**src/rtl/dual_input_debouncer_pkg.sv**
```systemverilog
// rtl/dual_input_debouncer_pkg.sv - shared FSM state encoding and default parameters
`timescale 1ns/100ps
package dual_input_debouncer_pkg;

  typedef enum logic [1:0] {
    STABLE0 = 2'd0,
    WAIT1   = 2'd1,
    STABLE1 = 2'd2,
    WAIT0   = 2'd3
  } deb_state_t;

  localparam int DEF_SYNC_STAGES   = 2;
  localparam int DEF_STABLE_CYCLES = 8;
  localparam int DEF_CNT_W         = 4;

endpackage

```
**src/rtl/debounce_channel.sv**
```systemverilog
// rtl/debounce_channel.sv - one input: synchroniser, stability counter, FSM, edge pulses
`timescale 1ns/100ps
module debounce_channel
  import dual_input_debouncer_pkg::*;
#(
  parameter int SYNC_STAGES   = DEF_SYNC_STAGES,
  parameter int STABLE_CYCLES = DEF_STABLE_CYCLES,
  parameter int CNT_W         = DEF_CNT_W
) (
  input  logic clk_tb,
  input  logic rst_tb,
  input  logic en,
  input  logic raw,
  output logic level,
  output logic rise,
  output logic fall
);

  localparam logic [CNT_W-1:0] CNT_LAST = CNT_W'(STABLE_CYCLES - 1);
  localparam logic [CNT_W-1:0] CNT_ONE  = CNT_W'(1);

  logic [SYNC_STAGES-1:0] sync_q;
  logic                   sy;
  deb_state_t             state_q, state_d;
  logic [CNT_W-1:0]       cnt_q, cnt_d;
  logic                   level_d, rise_d, fall_d;

  // The synchroniser keeps running while en is low so sy is never stale on re-enable.
  always_ff @(posedge clk_tb or negedge rst_tb) begin
    if (!rst_tb) sync_q <= '0;
    else         sync_q <= {sync_q[SYNC_STAGES-2:0], raw};
  end

  assign sy = sync_q[SYNC_STAGES-1];

  always_ff @(posedge clk_tb or negedge rst_tb) begin
    if (!rst_tb) begin
      state_q <= STABLE0;
      cnt_q   <= '0;
      level   <= 1'b0;
      rise    <= 1'b0;
      fall    <= 1'b0;
    end else begin
      state_q <= state_d;
      cnt_q   <= cnt_d;
      level   <= level_d;
      rise    <= rise_d;
      fall    <= fall_d;
    end
  end

  always_comb begin
    state_d = state_q;
    cnt_d   = cnt_q;
    level_d = level;
    rise_d  = 1'b0;
    fall_d  = 1'b0;
    if (en) begin
      case (state_q)
        STABLE0: if (sy) begin
          state_d = WAIT1;
          cnt_d   = CNT_ONE;
        end
        WAIT1: begin
          if (!sy) begin
            state_d = STABLE0;
            cnt_d   = '0;
          end else if (cnt_q == CNT_LAST) begin
            state_d = STABLE1;
            cnt_d   = '0;
            level_d = 1'b1;
            rise_d  = 1'b1;
          end else begin
            cnt_d = cnt_q + CNT_ONE;
          end
        end
        STABLE1: if (!sy) begin
          state_d = WAIT0;
          cnt_d   = CNT_ONE;
        end
        WAIT0: begin
          if (sy) begin
            state_d = STABLE1;
            cnt_d   = '0;
          end else if (cnt_q == CNT_LAST) begin
            state_d = STABLE0;
            cnt_d   = '0;
            level_d = 1'b0;
            fall_d  = 1'b1;
          end else begin
            cnt_d = cnt_q + CNT_ONE;
          end
        end
        default: begin
          state_d = STABLE0;
          cnt_d   = '0;
        end
      endcase
    end
  end

endmodule

```
**src/rtl/dual_input_debouncer.sv**
```systemverilog
// rtl/dual_input_debouncer.sv - two independent debounce channels sharing clock, reset, enable
`timescale 1ns/100ps
module dual_input_debouncer
  import dual_input_debouncer_pkg::*;
#(
  parameter int SYNC_STAGES   = DEF_SYNC_STAGES,
  parameter int STABLE_CYCLES = DEF_STABLE_CYCLES,
  parameter int CNT_W         = DEF_CNT_W
) (
  input  logic clk_tb,
  input  logic rst_tb,
  input  logic en,
  input  logic a_raw,
  input  logic b_raw,
  output logic a_out,
  output logic b_out,
  output logic a_rise,
  output logic a_fall,
  output logic b_rise,
  output logic b_fall
);

  // Elaboration-time legality checks; nothing is generated when parameters are sane.
  if (SYNC_STAGES < 2) begin : g_bad_sync
    $error("dual_input_debouncer: SYNC_STAGES must be >= 2");
  end
  if (STABLE_CYCLES < 2) begin : g_bad_stable
    $error("dual_input_debouncer: STABLE_CYCLES must be >= 2");
  end
  if ((2 ** CNT_W) - 1 < STABLE_CYCLES) begin : g_bad_cnt
    $error("dual_input_debouncer: CNT_W too narrow for STABLE_CYCLES");
  end

  debounce_channel #(
    .SYNC_STAGES   (SYNC_STAGES),
    .STABLE_CYCLES (STABLE_CYCLES),
    .CNT_W         (CNT_W)
  ) u_chan_a (
    .clk_tb (clk_tb),
    .rst_tb (rst_tb),
    .en     (en),
    .raw    (a_raw),
    .level  (a_out),
    .rise   (a_rise),
    .fall   (a_fall)
  );

  debounce_channel #(
    .SYNC_STAGES   (SYNC_STAGES),
    .STABLE_CYCLES (STABLE_CYCLES),
    .CNT_W         (CNT_W)
  ) u_chan_b (
    .clk_tb (clk_tb),
    .rst_tb (rst_tb),
    .en     (en),
    .raw    (b_raw),
    .level  (b_out),
    .rise   (b_rise),
    .fall   (b_fall)
  );

endmodule

```
**config.mk**
```make
export PLATFORM = sky130hd
export DESIGN_NAME = dual_input_debouncer
export DESIGN_NICKNAME = d
export VERILOG_FILES = /design/src/rtl/dual_input_debouncer_pkg.sv /design/src/rtl/debounce_channel.sv /design/src/rtl/dual_input_debouncer.sv
export SDC_FILE = /design/constraint.sdc
export NUM_CORES = 1
export LEC_CHECK = 0
export ABC_AREA = 0
export CORE_ASPECT_RATIO = 1.4
export CORE_MARGIN = 8
export CORE_UTILIZATION = 45
export CTS_CLUSTER_SIZE = 10
export DETAILED_ROUTE_END_ITERATION = 6
export DONT_BUFFER_PORTS = 1
export PLACE_DENSITY = 0.62
export SYNTH_ARGS = -nofsm -noshare
export SYNTH_HDL_FRONTEND = slang
export SYNTH_HIERARCHICAL = 1
export SYNTH_SLANG_ARGS = --single-unit
```
**constraint.sdc**
```tcl
create_clock -name clk_tb -period 2.8 [get_ports clk_tb]
set_clock_uncertainty 0.1 [all_clocks]
set_input_delay 0.42 -clock clk_tb [delete_from_list [all_inputs] [get_ports clk_tb]]
set_output_delay 0.42 -clock clk_tb [all_outputs]
set_load 0.01 [all_outputs]
```
# After elaboration in Yosys (flattened, before gate mapping)
# Index checks and enable logic that the tools add are counted.
# totals
elab_cells	98
output_inout_bits	6
reg_bits	22
input_bits	5
# op_classes
add_sub_neg	2
n_eq_ne	24
muxes	50
n_reduce_logical	10
# ops
operator	n
2-to-1 mux 4 bit	10
one-hot mux 4 bit (4 select lines)	2
2-to-1 mux 2 bit	12
2-to-1 mux 1 bit	22
inequality test 2 x 1 -> 1 bit, second input constant	8
one-hot mux 2 bit (4 select lines)	2
AND reduction 6 bit	2
AND reduction 5 bit	2
adder 4 x 1 -> 4 bit, second input constant	2
equality test 2 bit, second input constant	4
equality test 4 x 3 -> 1 bit, second input constant	2
inequality test 2 bit, second input constant	4
inequality test 3 x 1 -> 1 bit, second input constant	2
inequality test 3 bit, second input constant	2
AND reduction 3 bit	2
equality test 2 x 1 -> 1 bit, second input constant	2
logical NOT 2 bit	2
one-hot mux 1 bit (2 select lines)	2
nonzero test 2 bit	2

# Logic depth before layout (Yosys ltp)
# logic_depth
depth_word	5
depth_mapped	4
mapped_depth_nobuf	4

# By module
# The synthesis kept the hierarchy.
# modules_own_cells
mod	n_inst	cells_per_inst	area_per_inst_um2	seq_area_each_um2
debounce_channel at u_chan_b	1	44	504.2	275.3
debounce_channel at u_chan_a	1	44	491.7	275.3

# Worst setup path before layout
# Ideal clock, no wire load.
# synth_timing
kind	reg2reg
startpoint	register u_chan_b.cnt_q[0]
endpoint	register (tool-made name)
path_slack_ns	1.317
path_buffers	0
stages_incl_launch_ff	5
t_arrival_ns	1.258
required_ns	2.575
setup_time_ns	0.125
synth_period_minus_slack_ns	1.483
cell_sequence	dfrtp_1 ha_1 nand3b_4 or2_4 mux2_4
# synth_lines
element	line_no	text
start, declared	debounce_channel.sv:25	logic [CNT_W-1:0] cnt_q, cnt_d;
start signal, assigned	debounce_channel.sv:45	cnt_q <= cnt_d;

==> run_results.csv <==
group,metric,value,unit
status,status,"complete, no violations",
yosys,synth_edf_count,0,
yosys,synth_area_leader_cell,"dfrtp_1",
sta,fmax,641,MHz
setup_path,timing_worst_setup_path_type,"reg -> reg",
yosys,synth_xor_area_frac,0.0176,
setup_path,crit_arrival,1660,ps
drt,wl_per_cell,14.7,µm
yosys,yosysUniqueCellTypes,29,
floorplan,die_y,71.7,µm
yosys,yosysSeqAreaShare,0.553,
clock_tree,cts_tree,"built",
grt,grt_max_degree,23,
drt,first_pass_iters,4,
setup_path,critPathMaxFanout,6,
yosys,netlist_instances,88,
power_and_ir_drop,cellLeakagePower,0.509,nW
grt,antenna_found_initial,0,
drt,drtIter0Drc,19,
clock_tree,cts_hold_buf,1,
clock_tree,post_cts_buffers,0,
sta,setup_tns,0,ps
floorplan,io_pins,11,
floorplan,initial_utilization,0.468,
clock_tree,ctsResizeCount,0,
drt,ant_nets,0,
yosys,synthAdderAreaFrac,0.0251,
yosys,yosys.area_share.simple,0.158,
placed_design,place.port_buffers,0,
clock_tree,numCtsBuffers,3,
setup_path,cp.required,2900,ps
drt,vias_per_cell,5.78,
sta,worstMarginPinSlew,928,ps
grt,grt_pass1_vias,656,
setup_path,critPathCaptureType,"flop",
yosys,syn_area,996,µm²
sta,finalCritPeriodShare,0.557,
min_path,hold_class,"in -> reg",
yosys,synth_top_family_by_area,"simple AND/OR/NAND/NOR gates",
yosys,synthMuxAreaShare,0.0666,
yosys,synthArstFlopShare,1.00,
clock_tree,clk_latency,290,ps
floorplan,coreArea,2130,µm²
power_and_ir_drop,power.density,693,nW/µm²
clock_tree,htree_num_levels,1,
layout,finish.utilization,0.506,
setup_path,r2r_setup_slack,1240,ps
layout,final_area,1080,µm²
layout,fin_nets,99,
yosys,synth-main-ff-cell,"dfrtp_1",
floorplan,dieWidth,55.8,µm
sta,finalHoldViolations,0,
yosys,synthTopCellsByArea,"dfrtp_1, o2bb2ai_1, nand2_1",
sta,slew_headroom,0.379,
clock_tree,max-clock-path-buffers,2,
clock_tree,cts.sinks,22,
sta,finalSetupViolCount,0,
drt,wl,1670,µm
layout,antenna_cells,0,
placed_design,place.gp.congestion,0.765,
sta,rsz0062_at_grt,"false",
drt,vias,653,
yosys,yosys_warnings,6,
yosys,synth_top_area_frac,0.553,
placed_design,detailed_place_hpwl,1230,µm
yosys,synth_compound_area_frac,0.151,
placed_design,postPlaceCellArea,1010,µm²
flow_run,max_cap_violations,0,
layout,drive_above_1_share,0.132,
power_and_ir_drop,peakVddDrop,0.325,mV
setup_path,critPathLaunchType,"flop",
layout,synthToLayoutAreaGrowth,8.04,%
yosys,synth_nets,95,
yosys,ys_ff_latch,22,
drt,drc_errors,0,
yosys,avgSynthCellArea,11.3,µm²
sta,period_needed,1560,ps
grt,grt_use_total,0.0900,
grt,overflow,0,
floorplan,dieArea,4000,µm²
clock_tree,root_buffer,"clkbuf_4",
grt,grt_first_pass_wirelength,3020,µm
clock_tree,clk_pin_slew,120,ps
sta,slew_violations,0,
floorplan,rows,20,
[state kept, by name, summed over array words and instances (netlist names), named ones only]
name,count
u_chan_a/sync_q,2
u_chan_b/state_q,1
u_chan_a/level,1
u_chan_a/cnt_q,4
u_chan_b/cnt_q,4
u_chan_a/state_q,1
u_chan_b/level,1
u_chan_b/rise,1
u_chan_a/fall,1
u_chan_a/rise,1
u_chan_b/sync_q,2
u_chan_b/fall,1
[final cells by class]
| type | count | area (µm²) |
|---|---|---|
| multi-input cells | 59 | 417 |
| fillers | 177 | 1050 |
| inverters | 5 | 18.8 |
| flip-flops and latches | 22 | 551 |
| well taps | 22 | 27.5 |
| clock buffers | 3 | 22.5 |
| clock inverters | 1 | 30.0 |
| repair buffers | 1 | 10.0 |
[synthesized netlist by cell type, drive strengths merged (2+ instances only)]
master	instances
mux2	2
nand3	4
xor2	2
nand2	12
ha	2
nor3	3
o211ai	2
a21oi	5
mux2i	4
o21ai	5
dfrtp	22
inv	5
buf	2
o2bb2ai	6
[layout by cell type, fill, tap and decap left out, types with 2 or more instances in the layout]
cell	n
a21oi_1	4
o21ai_0	5
nor3_1	3
mux2i_1	4
dfrtp_1	22
o211ai_1	2
clkbuf_4	3
o2bb2ai_1	6
xor2_1	2
ha_1	2
nand3_1	4
nand2_1	11
inv_1	5
[report_power, final]
group / total [mW] / internal [mW] / leakage [nW] / switching [mW]
clock: 0.235 / 0.145 / 0.0279 / 0.0902
sequential: 0.399 / 0.354 / 0.276 / 0.0448
combinational: 0.112 / 0.0544 / 0.205 / 0.0581
total: 0.746 / 0.553 / 0.509 / 0.193
[layer usage]
metal | part of all wire | vias to the layer above | global-route usage
li1 | - | 320 | -
met1 | 0.42 | 322 | 0.103
met2 | 0.53 | 9 | 0.156
met3 | 0.038 | 2 | 0.0212
met4 | 0.0072 | 0 | 0.0357
met5 | 0 | - | 0
[per-stage QoR]
stage	power (mW)	std cells	hold slack [ps]	worst slack (ps)
CTS	0.756	113	25.8	1230
floorplan	0.488	88	24.4	1320
global placement	0.506	108	25.3	1280
finish	0.746	113	36.1	1240
global route	0.791	113	13.3	1170
detailed placement	0.513	108	25.3	1240
[critical path, stage by stage (launching register included)]
cell	delay, ps
dfrtp_1	420
ha_1	250
nand3b_4	120
or2_4	280
mux2_4	290
[final timing paths]
path / depth (start not counted) / from / to
setup / recovery: 4 / u_chan_b/cnt_q[0] / flop
hold / removal: 0 / a_raw / u_chan_a/sync_q[0]
setup reg to reg: 4 / u_chan_b/cnt_q[0] / flop
hold reg to reg: 0 / u_chan_b/sync_q[0] / u_chan_b/sync_q[1]
max in group asynchronous: 1 / rst_tb / u_chan_a/cnt_q[0]
min in group asynchronous: 1 / rst_tb / u_chan_b/fall
[cell families after synthesis]
group           count (synthesis)
buf+inv                         7
mux                             6
compound gates                 22
fa+ha+maj                       2
flops                          22
xor+xnor                        2
simple gates                   27
(Power assumes the default switching activity.)
